[src/rtl/dma_copy_master.sv]
// dma_copy_master: single-channel bus-master block copy engine.
// Each word is one bus read (RD + CAP) followed by one bus write (WR).
// Optional build macro DMA_FILL_EN adds a fill mode that writes fill_data
// to len consecutive destination words without reading.
module dma_copy_master (
  input  logic        clk,
  input  logic        reset_n,
  input  logic        start,
  input  logic [15:0] src_addr,
  input  logic [15:0] dst_addr,
  input  logic [15:0] len,
`ifdef DMA_FILL_EN
  input  logic        fill,
  input  logic [63:0] fill_data,
`endif
  output logic        busy,
  output logic        done,
  output logic        m_req,
  input  logic        m_grant,
  output logic        m_wr,
  output logic [15:0] m_addr,
  output logic [63:0] m_dout,
  input  logic [63:0] m_din
);

  localparam int unsigned AW = 16;
  localparam int unsigned DW = 64;

  typedef enum logic [2:0] {
    S_IDLE = 3'd0,
    S_REQ  = 3'd1,
    S_RD   = 3'd2,
    S_CAP  = 3'd3,
    S_WR   = 3'd4,
    S_DONE = 3'd5
  } state_e;

  state_e        state_q, state_d;
  logic [AW-1:0] src_ptr_q, src_ptr_d;
  logic [AW-1:0] dst_ptr_q, dst_ptr_d;
  logic [AW-1:0] remain_q, remain_d;
  logic [DW-1:0] data_buf_q, data_buf_d;
  logic          fill_mode;
  logic [DW-1:0] wr_data;

`ifdef DMA_FILL_EN
  logic          fill_q, fill_d;
  logic [DW-1:0] fill_data_q, fill_data_d;

  // Fill-mode configuration registers, latched at start
  always_ff @(posedge clk or negedge reset_n) begin
    if (!reset_n) begin
      fill_q      <= 1'b0;
      fill_data_q <= '0;
    end else begin
      fill_q      <= fill_d;
      fill_data_q <= fill_data_d;
    end
  end

  assign fill_mode = fill_q;
  assign wr_data   = fill_q ? fill_data_q : data_buf_q;
`else
  assign fill_mode = 1'b0;
  assign wr_data   = data_buf_q;
`endif

  // State and datapath registers
  always_ff @(posedge clk or negedge reset_n) begin
    if (!reset_n) begin
      state_q    <= S_IDLE;
      src_ptr_q  <= '0;
      dst_ptr_q  <= '0;
      remain_q   <= '0;
      data_buf_q <= '0;
    end else begin
      state_q    <= state_d;
      src_ptr_q  <= src_ptr_d;
      dst_ptr_q  <= dst_ptr_d;
      remain_q   <= remain_d;
      data_buf_q <= data_buf_d;
    end
  end

  // Next-state logic and bus outputs decoded from registered state
  always_comb begin
    state_d    = state_q;
    src_ptr_d  = src_ptr_q;
    dst_ptr_d  = dst_ptr_q;
    remain_d   = remain_q;
    data_buf_d = data_buf_q;
`ifdef DMA_FILL_EN
    fill_d      = fill_q;
    fill_data_d = fill_data_q;
`endif
    busy   = 1'b0;
    done   = 1'b0;
    m_req  = 1'b0;
    m_wr   = 1'b0;
    m_addr = '0;
    m_dout = '0;

    case (state_q)
      S_IDLE: begin
        if (start) begin
          src_ptr_d = src_addr;
          dst_ptr_d = dst_addr;
          remain_d  = len;
`ifdef DMA_FILL_EN
          fill_d      = fill;
          fill_data_d = fill_data;
`endif
          state_d = (len == '0) ? S_DONE : S_REQ;
        end
      end
      S_REQ: begin
        busy  = 1'b1;
        m_req = 1'b1;
        if (m_grant) state_d = fill_mode ? S_WR : S_RD;
      end
      S_RD: begin
        busy   = 1'b1;
        m_req  = 1'b1;
        m_addr = src_ptr_q;
        if (m_grant) state_d = S_CAP;
      end
      S_CAP: begin
        busy   = 1'b1;
        m_req  = 1'b1;
        m_addr = src_ptr_q;
        // Read data is only trusted while the bus is still ours
        if (m_grant) begin
          data_buf_d = m_din;
          state_d    = S_WR;
        end else begin
          state_d = S_RD;
        end
      end
      S_WR: begin
        busy   = 1'b1;
        m_req  = 1'b1;
        m_wr   = 1'b1;
        m_addr = dst_ptr_q;
        m_dout = wr_data;
        if (m_grant) begin
          src_ptr_d = src_ptr_q + AW'(1);
          dst_ptr_d = dst_ptr_q + AW'(1);
          remain_d  = remain_q - AW'(1);
          if (remain_q == AW'(1)) state_d = S_DONE;
          else                    state_d = fill_mode ? S_WR : S_RD;
        end
      end
      S_DONE: begin
        done    = 1'b1;
        state_d = S_IDLE;
      end
      default: state_d = S_IDLE;
    endcase
  end

endmodule

[config.mk]
export PLATFORM = sky130hd
export DESIGN_NAME = dma_copy_master
export DESIGN_NICKNAME = d
export VERILOG_FILES = /design/src/rtl/dma_copy_master.sv
export SDC_FILE = /design/constraint.sdc
export NUM_CORES = 1
export LEC_CHECK = 0
export ABC_AREA = 1
export CORE_ASPECT_RATIO = 0.9
export CORE_UTILIZATION = 35
export CTS_BUF_LIST = sky130_fd_sc_hd__clkbuf_4
export CTS_CLUSTER_SIZE = 24
export DETAILED_ROUTE_END_ITERATION = 10
export DONT_BUFFER_PORTS = 1
export GPL_ROUTABILITY_DRIVEN = 0
export SLEW_MARGIN = 20
export SYNTH_ARGS = -nofsm -noshare
export SYNTH_HDL_FRONTEND = slang
export SYNTH_SLANG_ARGS = --single-unit
[constraint.sdc]
create_clock -name clk -period 1.43 [get_ports clk]
set_input_delay 0.143 -clock clk [delete_from_list [all_inputs] [get_ports clk]]
set_output_delay 0.143 -clock clk [all_outputs]
set_load 0.03 [all_outputs]
Word level (Yosys, flattened, before mapping)
Index checks and enable logic that the tools add are counted.
{"block": "word_totals", "reg_bits": 115, "word_cells": 48}
{"block": "op_classes", "addsub": 3, "n_eq_ne": 10, "mux": 22, "reduce_logical": 8}
{"op": "$pmux W16 S2", "n": 4}
{"op": "$mux W16", "n": 6}
{"op": "$mux W64", "n": 1}
{"op": "$add A16 B1 Y16 const B", "n": 2}
{"op": "$mux W3", "n": 7}
{"op": "$eq A16 B1 Y1 const B", "n": 1}
{"op": "$logic_not A16 Y1", "n": 1}
{"op": "$sub A16 B1 Y16 const B", "n": 1}
{"op": "$pmux W3 S5", "n": 1}
{"op": "$ne A2 B2 Y1 const B", "n": 4}
{"op": "$eq A3 B2 Y1 const B", "n": 2}
{"op": "$eq A3 B3 Y1 const B", "n": 2}
{"op": "$reduce_and A4 Y1", "n": 1}
{"op": "$reduce_or A4 Y1", "n": 1}
{"op": "$eq A3 B1 Y1 const B", "n": 1}
{"op": "$logic_not A3 Y1", "n": 1}
{"op": "$mux W1", "n": 3}
{"op": "$reduce_and A3 Y1", "n": 1}
{"op": "$reduce_and A2 Y1", "n": 1}
{"op": "$reduce_bool A2 Y1", "n": 1}
{"op": "$reduce_or A2 Y1", "n": 1}

Depth between registers and ports, before layout
Gate-level depths: netlist of run 1.
{"block": "logic_depth", "depth_word": 4, "mapped_depth": 11, "mapped_depth_nobuf": 10}

Least setup slack after synthesis of run 1
OpenSTA, ideal clock, no wires.
{"block": "synth_timing", "path_kind": "reg2out", "start": "register state_q[0]", "end": "output port m_addr[5]", "arrival_time_ns": 1.640, "path_slack_ns": -0.353, "stages_incl_launch_ff": 6, "path_buffers": 2, "cell_sequence": "dfrtp_1 > nor2_1 > nand2_2 > buf_6 > clkbuf_1 > o21ai_0"}
{"block": "synth_via", "elab_chain_len": 3}
{"item": "start, declared", "line": "38", "source": "state_e state_q, state_d;"}
{"item": "start signal, assigned", "line": "77", "source": "state_q <= state_d;"}
{"item": "$eq A3 B2 Y1", "line": "103", "source": "case (state_q)"}
{"item": "$reduce_or A2 Y1 (no source line)"}
{"item": "$pmux W16 S2 *", "line": "103"}
{"item": "end, declared", "line": "21", "source": "output logic [15:0] m_addr,"}
Every way passes the cells marked *; elsewhere a longest branch is shown, timed or not.

Worst setup path in the final report of run 1
{"block": "layout_timing", "start": "register state_q[2]", "end": "output port m_addr[8]"}
The elaborated chain is that of the path after synthesis.

==> flow_metrics.env, run 1 <==
export IMPL_crit_path_cell_trace="buf_6 > inv_8 > buf_6 > nand3_1 > o21ai_1 > buf_4"
export IMPL_worst_endpoint_arrival_ps=1830
export IMPL_leakage_nw=5.316
export IMPL_max_freq_ghz=0.5063
export IMPL_postLayoutSetupSlackWorst_ps=-545.0
export IMPL_worstRegToRegCells=15
export IMPL_dp_hpwl_um=13370
export IMPL_postLayoutCoreUtil_pct=61.87
export IMPL_synthesis_nets=1084
export IMPL_floorplan_die_height_um=132.9
export IMPL_ys_top_cells_by_count="221 x sky130_fd_sc_hd__nor2_1, 190 x sky130_fd_sc_hd__nand2_1, 128 x sky130_fd_sc_hd__inv_1"
export IMPL_yosys_mux_area_fraction_pct=0
export IMPL_layout_drive_gt1_share_pct=33.03
export IMPL_number_of_remaining_drc_errors=0
export IMPL_post_placement_worst_setup_slack_ps=-152.8
export IMPL_num_nets_final=1324
export IMPL_synth_async_reset_ratio_pct=100.0
export IMPL_placement_rows=47
export IMPL_failing_checks="negative hold slack, negative setup slack"
export IMPL_yosysWarnings=0
export IMPL_criticalPathCategory="register to output pin"
export IMPL_report_power_total_mw=24.54
export IMPL_critPathMaxStageDelay_ps=500
export IMPL_postSynthRegisterBits=115
export IMPL_worst_skew_pair_late_latency_ps=540
export IMPL_post_synth_main_area_contributors="sky130_fd_sc_hd__dfrtp_1 43%, sky130_fd_sc_hd__nor2_1 12%, sky130_fd_sc_hd__nand2_1 11%"
export IMPL_hold_slack_ps=-732.1
export IMPL_clockRootBuffer="sky130_fd_sc_hd__clkbuf_4"
export IMPL_drt_antenna_violating_nets=0
export IMPL_final_hold_viol_count=115
export IMPL_ir_drop_mv=1.202
export IMPL_synth_largest_type_area_fraction_pct=43.18
export IMPL_core_um2=18520
export IMPL_floorplan_io_pins=200
export IMPL_outcome="complete, but fails checks"
export IMPL_reg2reg_slack_ps=-430
export IMPL_synth_yosys_seq_area_share_pct=43.18
export IMPL_holdCritPathClass="primary input to async pin"
export IMPL_cts_inserted_buffers=17
export IMPL_post_synth_instance_area_um2=6664
export IMPL_critPathTopFamily="buffers and inverters"
export IMPL_period_needed_ps=1975
export IMPL_maxCapViolations=0
export IMPL_dr_pass1_iters=5
export IMPL_synth_distinct_cells=32
export IMPL_synthAdderAreaFrac_pct=0.7510
export IMPL_drt_total_wl_um=24930
export IMPL_detail_route_wl_per_cell_um=17.04
export IMPL_globalRouteOverflowTotal=0
export IMPL_htreeDepth=4
export IMPL_route_vias_total=7461
export IMPL_post_drt_via_cell_ratio=5.100
export IMPL_crit_reg_reg_startpoint="state_q[0]$_DFFE_PN0P_"
export IMPL_avgSynthCellArea_um2=6.913
export IMPL_grt_use_total_pct=22.87
export IMPL_dominant_combinational_cell_family_by_area_after_synthesis="simple AND/OR/NAND/NOR gates"
export IMPL_setup_violations=199
export IMPL_design_die_area_um2=19600
export IMPL_critPathLaunchType="register"
export IMPL_drt_iter0_markers=460
export IMPL_r2r_end="dst_ptr_q[15]$_DFFE_PN0P_"
export IMPL_report_final_slew_viol_count=0
export IMPL_antenna_violations_before_repair=1
export IMPL_synth_compound_area_share_pct=13.05
export IMPL_initial_utilization_pct=35.97
export IMPL_grt_max_degree=116
export IMPL_syn2layout_area_growth_pct=71.99
export IMPL_endpoint_kind="output pin"
export IMPL_synth_most_common_cell="sky130_fd_sc_hd__nor2_1"
export IMPL_path_common_cell="sky130_fd_sc_hd__buf_6"
export IMPL_io_buffers=0
export IMPL_ys_flop_type="sky130_fd_sc_hd__dfrtp_1"
export IMPL_path_buf_inv=4
export IMPL_postSynthCellCount=964
export IMPL_critical_path_slowest_cell="sky130_fd_sc_hd__dfrtp_2"
export IMPL_tritoncts_num_sinks=115
export IMPL_timing_worst_slew_pin_value_ps=546.9
export IMPL_worst_setup_hold_path_clk_slew_ps=130
export IMPL_final_setup_tns_ps=-67460
export IMPL_grt_setup_unrepaired="true"
export IMPL_final_setup_skew_ps=30.75
export IMPL_tritoncts_clock_tree="yes"
export IMPL_grt_pass1_wl_um=35120
export IMPL_cp_num_cells=6
export IMPL_synth_edff_count=0
export IMPL_clock_tree_buffer_depth=2
export IMPL_period_share_pct=138.1
export IMPL_synth_simple_gate_area_share_pct=30.32
export IMPL_power_density_cell_area_nw_per_um2=2142
export IMPL_floorplan_die_width_um=147.5
export IMPL_synth_largest_area_cell="sky130_fd_sc_hd__dfrtp_1"
export IMPL_worstPathRequired_ps=1290
export IMPL_critical_path_peak_fanout=6
export IMPL_yosys_area_share_xor_xnor_pct=0.5257
export IMPL_max_slew_margin_rel_pct=63.42
export IMPL_grt_pass1_vias=6938
==> power by group <==
group	internal [mW]	switching (mW)	leakage, nW
combinational	6.69	9.45	3.89
sequential	4.75	1.03	1.28
clock	1.22	1.41	0.147
==> worst reg2reg max path, cell delays in order (launching register included) <==
cell	delay [ps]
sky130_fd_sc_hd__dfrtp_1	440
sky130_fd_sc_hd__buf_6	130
sky130_fd_sc_hd__buf_6	120
sky130_fd_sc_hd__inv_4	60
sky130_fd_sc_hd__nand2_4	50
sky130_fd_sc_hd__buf_6	110
sky130_fd_sc_hd__nor2_4	110
sky130_fd_sc_hd__nand2_4	80
sky130_fd_sc_hd__nand2_8	90
sky130_fd_sc_hd__buf_12	180
sky130_fd_sc_hd__buf_12	160
sky130_fd_sc_hd__nand2_2	60
sky130_fd_sc_hd__inv_2	50
sky130_fd_sc_hd__nand3_2	60
sky130_fd_sc_hd__nand2_1	60
sky130_fd_sc_hd__inv_1	40
==> through the flow <==
stage                     instances  cell area (µm²)
final                          1463            11460
after global routing           1463            11460
after CTS                      1429            10460
after detailed placement       1246             8019
after global placement         1246             8019
after floorplan                 964             7258
==> worst max-delay path by stage <==
stage,from,endpoint,slack [ps]
detailed placement,state_q[0]$_DFFE_PN0P_,dst_ptr_q[15]$_DFFE_PN0P_,-150
finish,state_q[2]$_DFFE_PN0P_,m_addr[8],-540
floorplan,state_q[0]$_DFFE_PN0P_,m_addr[5],-130
global placement,state_q[0]$_DFFE_PN0P_,dst_ptr_q[15]$_DFFE_PN0P_,-140
global route,state_q[0]$_DFFE_PN0P_,m_req,-620
CTS,state_q[1]$_DFFE_PN0P_,m_addr[6],-540
==> cell families (layout without fill, tap and decap cells) <==
group / Yosys count / in the layout
xor gates and xnor gates: 4 / 4
and+or+nand+nor: 498 / 500
AOI/OAI and AO/OA: 166 / 166
adders and majority gates: 4 / 4
buffers and inverters: 177 / 428
DFF: 115 / 115
other: 0 / 1
==> metal layers <==
metal  global-route usage [%]  up-vias  wire length [µm]
met5                        0        -                 0
met4                    9.908        0               679
met3                    4.517       46              1245
met2                    38.39      276             12570
met1                    28.51     3600             10430
li1                         -     3539                 -
==> layout by cell type, fill, tap and decap left out, types with 13 or more instances in the layout <==
cell	Yosys	final
sky130_fd_sc_hd__a21oi_1	82	66
sky130_fd_sc_hd__a21oi_2	0	16
sky130_fd_sc_hd__buf_12	0	14
sky130_fd_sc_hd__buf_4	7	56
sky130_fd_sc_hd__buf_6	12	47
sky130_fd_sc_hd__clkbuf_4	0	18
sky130_fd_sc_hd__dfrtp_1	115	113
sky130_fd_sc_hd__dlygate4sd3_1	0	115
sky130_fd_sc_hd__inv_1	128	123
sky130_fd_sc_hd__nand2_1	190	153
sky130_fd_sc_hd__nand2_2	3	21
sky130_fd_sc_hd__nand2_4	0	16
sky130_fd_sc_hd__nand3_1	54	43
sky130_fd_sc_hd__nor2_1	221	138
sky130_fd_sc_hd__nor2_4	0	78
sky130_fd_sc_hd__o21ai_0	56	13
sky130_fd_sc_hd__o21ai_1	6	16
sky130_fd_sc_hd__o21ai_2	0	29
==> repair_timing <==
item,in CTS,in global routing
buffers inserted,25,25
hold buffers,114,1
resized for setup,144,176
setup endpoints to repair,184,199
pin swaps,25,59
hold endpoints to repair,230,116
cloned,12,19
==> final cells by class <==
type | instances | area (µm²)
fillers | 1552 | 7063
diodes | 1 | 2.502
repair buffers | 265 | 3142
clock buffers | 18 | 135.1
inverters | 131 | 528.0
multi-input cells | 674 | 4303
clock inverters | 14 | 163.9
flip-flops and latches | 115 | 2880
well taps | 245 | 306.5
==> sequential cells by signal, indices dropped and copies added (netlist names) <==
register	flops
state_q	3
data_buf_q	64
src_ptr_q	16
remain_q	16
dst_ptr_q	16
No activity file was read; power rests on OpenSTA's default activity.
==> run 2: changes to the inputs <==
HOLD_SLACK_MARGIN = 0.06   (was unset)
TNS_END_PERCENT = 10   (was unset)
==> run 2 against run 1 <==
  * Flip-flop and latch count unchanged
  * Fmax down 5.5%
  * The run still ends with negative hold slack, negative setup slack left
  * Global-route usage up 0.36 points
  * Non-clock buffer count up 24
  * Utilization down 3.2 points
==> flow_metrics.env, run 2 (synthesis results as in run 1) <==
export IMPL_final_hold_viol_count=115
export IMPL_drt_antenna_violating_nets=0
export IMPL_design_area_um2=10860
export IMPL_hold_slack_ps=-726.0
export IMPL_cts_inserted_buffers=17
export IMPL_dp_hpwl_um=13890
export IMPL_grt_pass1_wl_um=35850
export IMPL_design_die_area_um2=19600
export IMPL_critPathLaunchType="register"
export IMPL_dpl_cell_count=1314
export IMPL_floorplan_die_width_um=147.5
export IMPL_path_buf_inv=4
export IMPL_holdCritPathClass="primary input to async pin"
export IMPL_io_buffers=0
export IMPL_period_share_pct=146.2
export IMPL_registers_top_by_ff_count="data_buf_q"
export IMPL_failing_checks="negative hold slack, negative setup slack"
export IMPL_final_common_cell="sky130_fd_sc_hd__nand2_1"
export IMPL_leakage_nw=5.260
export IMPL_antenna_violations_before_repair=2
export IMPL_dr_pass1_iters=7
export IMPL_dp_area_um2=8188
export IMPL_grt_use_total_pct=23.23
export IMPL_grt_pass1_vias=7338
export IMPL_clock_tree_buffer_depth=2
export IMPL_layout_common_cells="175 x sky130_fd_sc_hd__nand2_1, 143 x sky130_fd_sc_hd__nor2_1, 127 x sky130_fd_sc_hd__inv_1, 115 x sky130_fd_sc_hd__dlygate4sd3_1, 114 x sky130_fd_sc_hd__dfrtp_1"
export IMPL_endpoint_kind="output pin"
export IMPL_route_vias_total=7328
export IMPL_final_setup_tns_ps=-55920
export IMPL_critPathMaxStageDelay_ps=430
export IMPL_grt_setup_unrepaired="true"
export IMPL_worstPathRequired_ps=1290
export IMPL_power_density_cell_area_nw_per_um2=2086
export IMPL_post_drt_via_cell_ratio=4.931
export IMPL_criticalPathCategory="register to output pin"
export IMPL_worstRegToRegCells=12
export IMPL_path_common_cell="sky130_fd_sc_hd__nor2_4"
export IMPL_clockRootBuffer="sky130_fd_sc_hd__clkbuf_4"
export IMPL_worst_setup_hold_path_clk_slew_ps=130
export IMPL_critical_path_peak_fanout=8
export IMPL_postLayoutSetupSlackWorst_ps=-660.2
export IMPL_detail_route_wl_per_cell_um=15.31
export IMPL_critical_path_slowest_cell="sky130_fd_sc_hd__dfrtp_1"
export IMPL_crit_path_cell_trace="nor2_4 > nand2_8 > buf_12 > buf_16 > clkbuf_16 > nor2_4 > buf_6"
export IMPL_floorplan_io_pins=200
export IMPL_max_slew_margin_rel_pct=83.25
export IMPL_syn2layout_area_growth_pct=62.99
export IMPL_cp_num_cells=7
export IMPL_setup_violations=150
export IMPL_post_placement_worst_setup_slack_ps=-233.0
export IMPL_worst_skew_pair_late_latency_ps=540
export IMPL_report_power_total_mw=22.66
export IMPL_report_final_slew_viol_count=0
export IMPL_drt_total_wl_um=22750
export IMPL_finish_cell_count_without_fillers=1486
export IMPL_outcome="complete, but fails checks"
export IMPL_htreeDepth=4
export IMPL_worst_endpoint_arrival_ps=1950
export IMPL_tritoncts_clock_tree="yes"
export IMPL_period_needed_ps=2090
export IMPL_largest_register_ffs=64
export IMPL_grt_max_degree=116
export IMPL_initial_utilization_pct=35.97
export IMPL_tritoncts_num_sinks=115
export IMPL_drt_iter0_markers=493
export IMPL_ir_drop_mv=1.307
export IMPL_placement_rows=47
export IMPL_max_freq_ghz=0.4784
export IMPL_final_setup_skew_ps=24.02
export IMPL_globalRouteOverflowTotal=0
export IMPL_floorplan_die_height_um=132.9
export IMPL_timing_worst_slew_pin_value_ps=251.2
export IMPL_layout_drive_gt1_share_pct=27.20
export IMPL_critPathTopFamily="buffers and inverters"
export IMPL_num_nets_final=1346
export IMPL_maxCapViolations=0
export IMPL_core_um2=18520
export IMPL_number_of_remaining_drc_errors=0
-- run 2: cell count changes in the layout (fill, tap and decap cells not counted), sizes merged --
cell      delta
bufinv       +1
nand2        -2
bufbuf       +1
buf         +33
clkinv       +4
clkbuf      -11
diode        +1
clkinvlp     -4
-- run 2: report_power, final --
group          switching (mW)  total, mW  internal, mW  leakage [nW]
registers               0.978       5.73          4.75          1.28
logic                    8.24       14.1          5.84          3.80
clock network            1.44       2.85          1.40         0.176
-- run 2: metrics by stage --
stage               hold WS, ps  util, %
finish                   -726.0    58.64
CTS                      -768.5    56.37
global placement         -150.0    44.20
detailed placement       -149.8    44.20
floorplan                -152.6        -
global route             -800.3    58.64
-- run 2: worst register-to-register path: stages, from the launching register on --
cell,delay [ps]
sky130_fd_sc_hd__dfrtp_1,430
sky130_fd_sc_hd__nor2_4,190
sky130_fd_sc_hd__nand2_8,80
sky130_fd_sc_hd__buf_12,140
sky130_fd_sc_hd__clkinv_8,50
sky130_fd_sc_hd__buf_12,120
sky130_fd_sc_hd__buf_6,110
sky130_fd_sc_hd__buf_6,90
sky130_fd_sc_hd__buf_6,100
sky130_fd_sc_hd__nand3_1,80
sky130_fd_sc_hd__nand3_1,100
sky130_fd_sc_hd__nand2_1,50
sky130_fd_sc_hd__o21ai_0,70
-- run 2: metal layers --
metal / track usage [%] / wire length [µm] / vias to the layer above / share of wire (%)
li1: - / - / 3561 / -
met5: 0 / 0 / - / 0
met1: 28.26 / 9417 / 3429 / 41
met2: 38.99 / 11250 / 270 / 49
met4: 10.25 / 848 / 0 / 3.7
met3: 5.586 / 1233 / 68 / 5.4
-- run 2: path summary, 6_finish.rpt --
path                                            from  slack [ps]                         end
hold reg to reg            src_ptr_q[15]$_DFFE_PN0P_         530   src_ptr_q[15]$_DFFE_PN0P_
min in group clk                           m_din[37]         300  data_buf_q[37]$_DFFE_PN0P_
setup / recovery              state_q[0]$_DFFE_PN0P_        -660                  m_dout[60]
hold / removal                               reset_n        -730   src_ptr_q[12]$_DFFE_PN0P_
max in group asynchronous                    reset_n        1930  data_buf_q[49]$_DFFE_PN0P_
setup reg to reg              state_q[0]$_DFFE_PN0P_        -240    dst_ptr_q[6]$_DFFE_PN0P_
-- run 2: what timing repair did --
item,4_1_cts,5_1_grt
endpoints found under the hold margin,230,121
gates cloned,6,1
hold buffers,114,1
pin swaps,2,9
buffers inserted,4,12
setup endpoints to repair,197,199
resized for setup,138,97
-- run 2: area by class of cell --
| class | count | area, µm² |
|---|---|---|
| Fill cell | 1589 | 7662 |
| Timing Repair Buffer | 289 | 3156 |
| Multi-Input combinational cell | 672 | 3676 |
| Clock buffer | 17 | 127.6 |
| Inverter | 131 | 504.2 |
| Sequential cell | 115 | 2879 |
| Tap cell | 245 | 306.5 |
| Antenna cell | 2 | 5.005 |
| Clock inverter | 15 | 207.7 |
